==> src/rtl/alu_exec_pkg.sv <==
// ----------------------------------------------------------------------------
// alu_exec_pkg
// Shared definitions for the ALU execute stage:
//   - opcode encodings (NOP .. SRA, plus MFHI/MFLO)
//   - sequencer state encoding
//   - bit positions inside the {z,c,o,s} flag register
//   - small opcode classification helpers
// The optional HI/LO read ops are enabled by the macro ALU_EXEC_HILO_READ_EN.
// The encodings below are defined either way.
// ----------------------------------------------------------------------------
package alu_exec_pkg;

    localparam logic [3:0] OP_NOP   = 4'd0;
    localparam logic [3:0] OP_ADD   = 4'd1;
    localparam logic [3:0] OP_SUB   = 4'd2;
    localparam logic [3:0] OP_MULT  = 4'd3;
    localparam logic [3:0] OP_MULTU = 4'd4;
    localparam logic [3:0] OP_COMP  = 4'd5;
    localparam logic [3:0] OP_AND   = 4'd6;
    localparam logic [3:0] OP_XOR   = 4'd7;
    localparam logic [3:0] OP_SLL   = 4'd8;
    localparam logic [3:0] OP_SRL   = 4'd9;
    localparam logic [3:0] OP_SRA   = 4'd10;
    localparam logic [3:0] OP_MFHI  = 4'd11;
    localparam logic [3:0] OP_MFLO  = 4'd12;

    localparam int FLAG_Z = 3;
    localparam int FLAG_C = 2;
    localparam int FLAG_O = 1;
    localparam int FLAG_S = 0;

    typedef enum logic [1:0] {
        ST_IDLE   = 2'd0,
        ST_SETTLE = 2'd1,
        ST_DONE   = 2'd2
    } state_t;

    // Opcodes that go through the external ALU and need the settle window.
    function automatic logic is_alu_op(input logic [3:0] code);
        return (code >= OP_ADD) && (code <= OP_SRA);
    endfunction

    // Opcodes whose result lands in HI/LO instead of the register file.
    function automatic logic is_mult_op(input logic [3:0] code);
        return (code == OP_MULT) || (code == OP_MULTU);
    endfunction

endpackage

==> src/rtl/alu_exec_hilo.sv <==
// ----------------------------------------------------------------------------
// alu_exec_hilo
// Architectural HI/LO register pair, written together from the ALU product.
// Ports:
//   clk, rstn      clock / synchronous active-low reset
//   wen            load hi_d/lo_d on this edge
//   hi_d, lo_d     new HI/LO values
//   hi, lo         current committed HI/LO
// ----------------------------------------------------------------------------
module alu_exec_hilo (
    input  logic        clk,
    input  logic        rstn,
    input  logic        wen,
    input  logic [31:0] hi_d,
    input  logic [31:0] lo_d,
    output logic [31:0] hi,
    output logic [31:0] lo
);

    // NOTE: registers use non-blocking assignments so every flop samples
    // the pre-edge values, regardless of the order of statements.
    always_ff @(posedge clk) begin
        if (!rstn) begin
            hi <= '0;
            lo <= '0;
        end else if (wen) begin
            hi <= hi_d;
            lo <= lo_d;
        end
    end

endmodule

==> src/rtl/alu_exec_stage.sv <==
// ----------------------------------------------------------------------------
// alu_exec_stage
// Execute-stage sequencer around a combinational ALU. Accepts one op from
// decode, holds the ALU inputs for SETTLE_CYCLES cycles, captures result,
// HI/LO and flags, then offers the result to writeback (valid/ready).
// Optional feature macro: ALU_EXEC_HILO_READ_EN (codes 11/12 = MFHI/MFLO,
// served in-stage from the committed HI/LO). Without it, 11..15 are illegal.
// Ports:
//   clk, rstn                  clock / synchronous active-low reset
//   in_valid/in_ready          decode handshake; in_code/in_a/in_b/in_rd op
//   alu_inp1/alu_inp2/alu_code operands and opcode driven to the ALU
//   alu_outp, alu_mult_*       ALU result and product halves
//   alu_*flag                  ALU flags
//   out_valid/out_ready        writeback handshake
//   out_data/out_rd/out_wen    result, destination, register-file write
//   hi, lo, flags              architectural HI/LO and {z,c,o,s}
//   err                        one-cycle pulse when an illegal op is accepted
// ----------------------------------------------------------------------------
module alu_exec_stage
    import alu_exec_pkg::*;
#(
    parameter int SETTLE_CYCLES = 2,
    parameter int RD_W          = 5
) (
    input  logic            clk,
    input  logic            rstn,
    input  logic            in_valid,
    output logic            in_ready,
    input  logic [3:0]      in_code,
    input  logic [31:0]     in_a,
    input  logic [31:0]     in_b,
    input  logic [RD_W-1:0] in_rd,
    output logic [31:0]     alu_inp1,
    output logic [31:0]     alu_inp2,
    output logic [3:0]      alu_code,
    input  logic [31:0]     alu_outp,
    input  logic [31:0]     alu_mult_high,
    input  logic [31:0]     alu_mult_low,
    input  logic            alu_zflag,
    input  logic            alu_carryflag,
    input  logic            alu_ovfflag,
    input  logic            alu_signflag,
    output logic            out_valid,
    input  logic            out_ready,
    output logic [31:0]     out_data,
    output logic [RD_W-1:0] out_rd,
    output logic            out_wen,
    output logic [31:0]     hi,
    output logic [31:0]     lo,
    output logic [3:0]      flags,
    output logic            err
);

    function automatic logic is_illegal(input logic [3:0] code);
`ifdef ALU_EXEC_HILO_READ_EN
        return code > OP_MFLO;
`else
        return code > OP_SRA;
`endif
    endfunction

    state_t          state, state_nxt;
    logic [3:0]      cnt;
    logic [3:0]      code_q;
    logic [RD_W-1:0] rd_q;
    logic            accept, capture, transfer;

    assign accept   = (state == ST_IDLE) && in_valid;
    assign capture  = (state == ST_SETTLE) && (cnt == 4'd0);
    assign transfer = (state == ST_DONE) && out_ready;

    always_ff @(posedge clk) begin
        if (!rstn) state <= ST_IDLE;
        else       state <= state_nxt;
    end

    // NOTE: every output of this block gets a default first, so no path
    // through the case leaves a signal unassigned (which would infer a latch).
    always_comb begin
        state_nxt = state;
        in_ready  = 1'b0;
        out_valid = 1'b0;
        alu_code  = '0;
        case (state)
            ST_IDLE: begin
                in_ready = 1'b1;
                if (in_valid)
                    state_nxt = is_alu_op(in_code) ? ST_SETTLE : ST_DONE;
            end
            ST_SETTLE: begin
                alu_code = code_q;
                if (cnt == 4'd0) state_nxt = ST_DONE;
            end
            ST_DONE: begin
                out_valid = 1'b1;
                alu_code  = code_q;
                if (out_ready) state_nxt = ST_IDLE;
            end
            default: state_nxt = ST_IDLE;
        endcase
    end

    always_ff @(posedge clk) begin
        if (!rstn) begin
            cnt      <= '0;
            code_q   <= '0;
            rd_q     <= '0;
            alu_inp1 <= '0;
            alu_inp2 <= '0;
            out_data <= '0;
            out_rd   <= '0;
            out_wen  <= 1'b0;
            flags    <= '0;
            err      <= 1'b0;
        end else begin
            err <= 1'b0;
            if (accept) begin
                code_q   <= in_code;
                rd_q     <= in_rd;
                alu_inp1 <= in_a;
                alu_inp2 <= in_b;
                cnt      <= 4'(SETTLE_CYCLES - 1);
                // Ops that bypass the ALU complete right here.
                if (!is_alu_op(in_code)) begin
                    out_rd   <= in_rd;
                    out_data <= '0;
                    out_wen  <= 1'b0;
                    err      <= is_illegal(in_code);
`ifdef ALU_EXEC_HILO_READ_EN
                    // Reads the HI/LO committed before this op.
                    if (in_code == OP_MFHI || in_code == OP_MFLO) begin
                        out_data <= (in_code == OP_MFHI) ? hi : lo;
                        out_wen  <= (in_rd != '0);
                    end
`endif
                end
            end else if (state == ST_SETTLE) begin
                if (capture) begin
                    out_rd <= rd_q;
                    if (is_mult_op(code_q)) begin
                        out_data <= '0;
                        out_wen  <= 1'b0;
                    end else begin
                        out_data <= alu_outp;
                        out_wen  <= (rd_q != '0);
                        flags[FLAG_Z] <= alu_zflag;
                        flags[FLAG_C] <= alu_carryflag;
                        flags[FLAG_O] <= alu_ovfflag;
                        flags[FLAG_S] <= alu_signflag;
                    end
                end else begin
                    cnt <= cnt - 4'd1;
                end
            end else if (transfer) begin
                out_wen <= 1'b0;
            end
        end
    end

    alu_exec_hilo u_hilo (
        .clk  (clk),
        .rstn (rstn),
        .wen  (capture && is_mult_op(code_q)),
        .hi_d (alu_mult_high),
        .lo_d (alu_mult_low),
        .hi   (hi),
        .lo   (lo)
    );

endmodule

==> config.mk <==
export PLATFORM = sky130hd
export DESIGN_NAME = alu_exec_stage
export DESIGN_NICKNAME = d
export VERILOG_FILES = /design/src/rtl/alu_exec_pkg.sv /design/src/rtl/alu_exec_hilo.sv /design/src/rtl/alu_exec_stage.sv
export SDC_FILE = /design/constraint.sdc
export NUM_CORES = 1
export LEC_CHECK = 0
export CORE_ASPECT_RATIO = 1.2
export CORE_UTILIZATION = 37
export DETAILED_ROUTE_END_ITERATION = 16
export PLACE_DENSITY = 0.88
export SLEW_MARGIN = 5
export SYNTH_ARGS = -nofsm -noshare
export SYNTH_HDL_FRONTEND = slang
export SYNTH_SLANG_ARGS = --single-unit
==> constraint.sdc <==
create_clock -name clk -period 1.83 [get_ports clk]
set_clock_uncertainty 0.2 [all_clocks]
set_input_delay 0.366 -clock clk [delete_from_list [all_inputs] [get_ports clk]]
set_output_delay 0.366 -clock clk [all_outputs]
set_load 0.01 [all_outputs]
==> flow_summary.toml <==
[synthesis]
ys_seq_area_share_pct = 51.8
post-synth-top-area-fraction_pct = 51.8
ys.flop_type = "dfxtp_1"
synth-async-reset-ratio_pct = 0
synth.avg_cell_area_um2 = 8.53
syn-cell-area_um2 = 7190
syn_inst = 842
synth-seq-cells = 186
ys_top_cells_by_area = "dfxtp_1 (52%), nand2_1 (17%), a21boi_0 (8.1%)"
synth_nets = 1024
synth_edf_count = 0
synth_top_area_cell = "dfxtp_1"
synth.distinct_cells = 43
synth_warnings = 0

[die]
core_area_um2 = 18900
dieArea_um2 = 20000
start_util_pct = 38.0
io_pins = 354
die_h_um = 155
die_x_um = 129
num_rows = 55

[finish]
final_layout_size_suffix_gt1_share_pct = 18.8
layout.nets = 1409
fin_cells = 1497
syn2layout_area_growth_pct = 76.6

[clock_tree]
clk_pin_slew_ns = 0.07
cts_buffer_depth = 2
cts_buffers = 17
ctsRootBufferMaster = "clkbuf_16"
cts_tree = "done"
clock_latency_ns = 0.42
cts_sinks = 186
cts_hold_buf = 0
cts_max_level = 4

[place]
dpl.cell_count = 1433
place_ws_ns = -0.593
dp_hpwl_um = 16400
routabilityCongestion = 0.801
portBuffers = 353

[min_path]
worstHoldPathType = "reg -> reg"

[route]
wl_um = 25300
drc = 0
dr.pass1.iters = 4
drtIter0Drc = 345
drt-wirelength-per-cell_um = 16.9
detailroute.via_count = 7430
ant_nets = 0
vias_per_cell = 4.96

[power_and_ir_drop]
power_density_nw_per_um2 = 842
p_seq_share_pct = 41.9
sw_frac_of_total_pct = 29.0
switchingPower_w = 0.00310
p_clk_share_pct = 33.8
combPwrFrac_pct = 24.3
p_int_w = 0.00758
leakagePower_nw = 5.57
irDropWorstVdd_mv = 0.621

[critical_path]
end_kind = "flip-flop"
worst_path_dominant_cell_family = "compound AO/OA/AOI/OAI gates"
slowest_stage = "dfxtp_2"
crit_path_start_kind = "flip-flop"
path_class = "reg -> reg"
critPathArrivalTime_ns = 2.08
critPathMaxFanout = 7
path_buf_inv = 3
worstPathRequired_ns = 1.97
slowest_delay_ns = 0.33
crit_path_frequent_cell = "buf_6"
crit_chain = "inv_2 -> buf_6 -> ha_4 -> and4bb_4 -> o21a_4 -> buf_6 -> nand2_1 -> a21boi_1"

[timing]
setup_viol = 60
final.period_utilization_pct = 106
rsz0062_at_grt = "true"
layout_setup_ws_ns = -0.110
tightest_slew_ns = 0.366
timing.slew.headroom_pct = 75.6
max_freq_mhz = 516
min_period_ns = 1.94
slew_violations = 0
hold_viol = 0

[global_routing]
track_usage_pct = 23.2
grt_pass1_vias = 7307
overflow = 0
grt_max_degree = 86
grt_pass1_wl_um = 36100
antenna_found_initial = 1

[outcome]
violations = "negative setup slack"
run_status = "complete, but fails checks"

[flow_run]
maxCapViolations = 0
[logic make-up (layout without fill, tap and decap cells)]
family / after synthesis / count (layout) / share of synthesized area [%]
other cells: 0 / 1 / 0
flops: 186 / 186 / 51.8
simple gates: 379 / 379 / 22.7
mux: 5 / 5 / 0.697
compound gates: 193 / 194 / 18.9
xor+xnor: 3 / 3 / 0.366
buf+inv: 71 / 468 / 4.68
fa+ha+maj: 5 / 5 / 0.871
[worst min-delay path, delay by kind of cell (launching register included)]
family	cells	cell delay [ns]
compound gates	1	0.05
flops	1	0.31
simple gates	1	0.05
[stage by stage]
| step | util [%] | area [um2] | hold slack, ns | power [W] | setup TNS, ns |
|---|---|---|---|---|---|
| 2_1_floorplan | - | 7200 | 0.261 | 0.00552 | -0.157 |
| 3_3_place_gp | 59.3 | 11200 | 0.239 | 0.00679 | -35.03 |
| 3_5_place_dp | 59.3 | 11200 | 0.244 | 0.00684 | -42.04 |
| 4_1_cts | 63.6 | 12000 | 0.248 | 0.0105 | -0.950 |
| 5_1_grt | 67.1 | 12700 | 0.240 | 0.0111 | -9.08 |
| 6_report | 67.1 | 12700 | 0.248 | 0.0107 | -2.24 |
[synthesized netlist by cell type (2+ instances only)]
library cell    n
inv_1           6
nor2_1          4
and2_1          8
ha_1            5
a21oi_1         7
buf_2          13
nand4_1        32
a21o_1          5
mux2i_1         5
o21ai_0        30
nand2_1       316
buf_4          12
xor2_1          2
a21boi_0       78
dfxtp_1       186
clkbuf_1       32
o21ai_1         5
nor3_1          2
nor2b_1         5
a21boi_1       60
buf_1           6
and4bb_2        2
[power groups by stage]
| stage | Sequential [W] | Combinational, W | Clock [W] |
|---|---|---|---|
| finish | 0.00447 | 0.00260 | 0.00361 |
| CTS | 0.00447 | 0.00237 | 0.00369 |
| floorplan | 0.00467 | 0.000849 | 0 |
| global placement | 0.00455 | 0.00224 | 0 |
| global route | 0.00450 | 0.00279 | 0.00385 |
| detailed placement | 0.00457 | 0.00228 | 0 |
[final cells by class]
cell class	count	area [um2]
Antenna cell	1	2.50
Clock buffer	19	453
Clock inverter	13	125
Fill cell	1456	6230
Inverter	6	22.5
Multi-Input combinational cell	586	3680
Sequential cell	186	3730
Tap cell	256	320
Timing Repair Buffer	430	4350
[per-layer routing]
layer	wire, um	GRT usage, %	up-vias
met5	0	0	-
met4	900	11.8	0
met3	2100	6.81	65
met2	12900	41.6	321
met1	9420	24.2	3483
li1	-	-	3561
[state kept, by name, indices dropped and copies added, names as in the netlist]
name       count
u_hilo.lo     32
err            1
flags          4
state          2
out_rd         5
rd_q           5
out_wen        1
alu_inp2      32
alu_inp1      32
out_data      32
code_q         4
cnt            4
u_hilo.hi     32
[cells in the final DEF, fill, tap and decap left out, types with 7 or more instances in the layout]
master,Yosys,final
nand2_1,316,260
dfxtp_1,186,182
dlygate4sd2_1,0,176
clkdlybuf4s50_1,0,170
a21boi_0,78,69
a21boi_1,60,46
buf_4,12,35
nand4_1,32,32
o21ai_1,5,32
nand2_4,0,30
nand2_2,0,26
clkbuf_16,0,24
a21boi_2,0,23
buf_6,1,20
buf_12,0,15
and2_4,0,7
[worst paths after layout]
check / slack (ns) / start / end / cells past startpoint
hold / removal: 0.25 / out_data[16] / out_data[16] / 2
hold reg to reg: 0.25 / out_data[16] / out_data[16] / 2
setup / recovery: -0.11 / state[1] / u_hilo.hi[24] / 8
setup reg to reg: -0.11 / state[1] / u_hilo.hi[24] / 8
[repair_timing]
item,CTS,global route
resized for setup,253,168
gates cloned,8,10
setup buffers,10,10
pin swaps,9,111
endpoints found under the setup margin,288,109
Power figures use the tool's default switching activity.
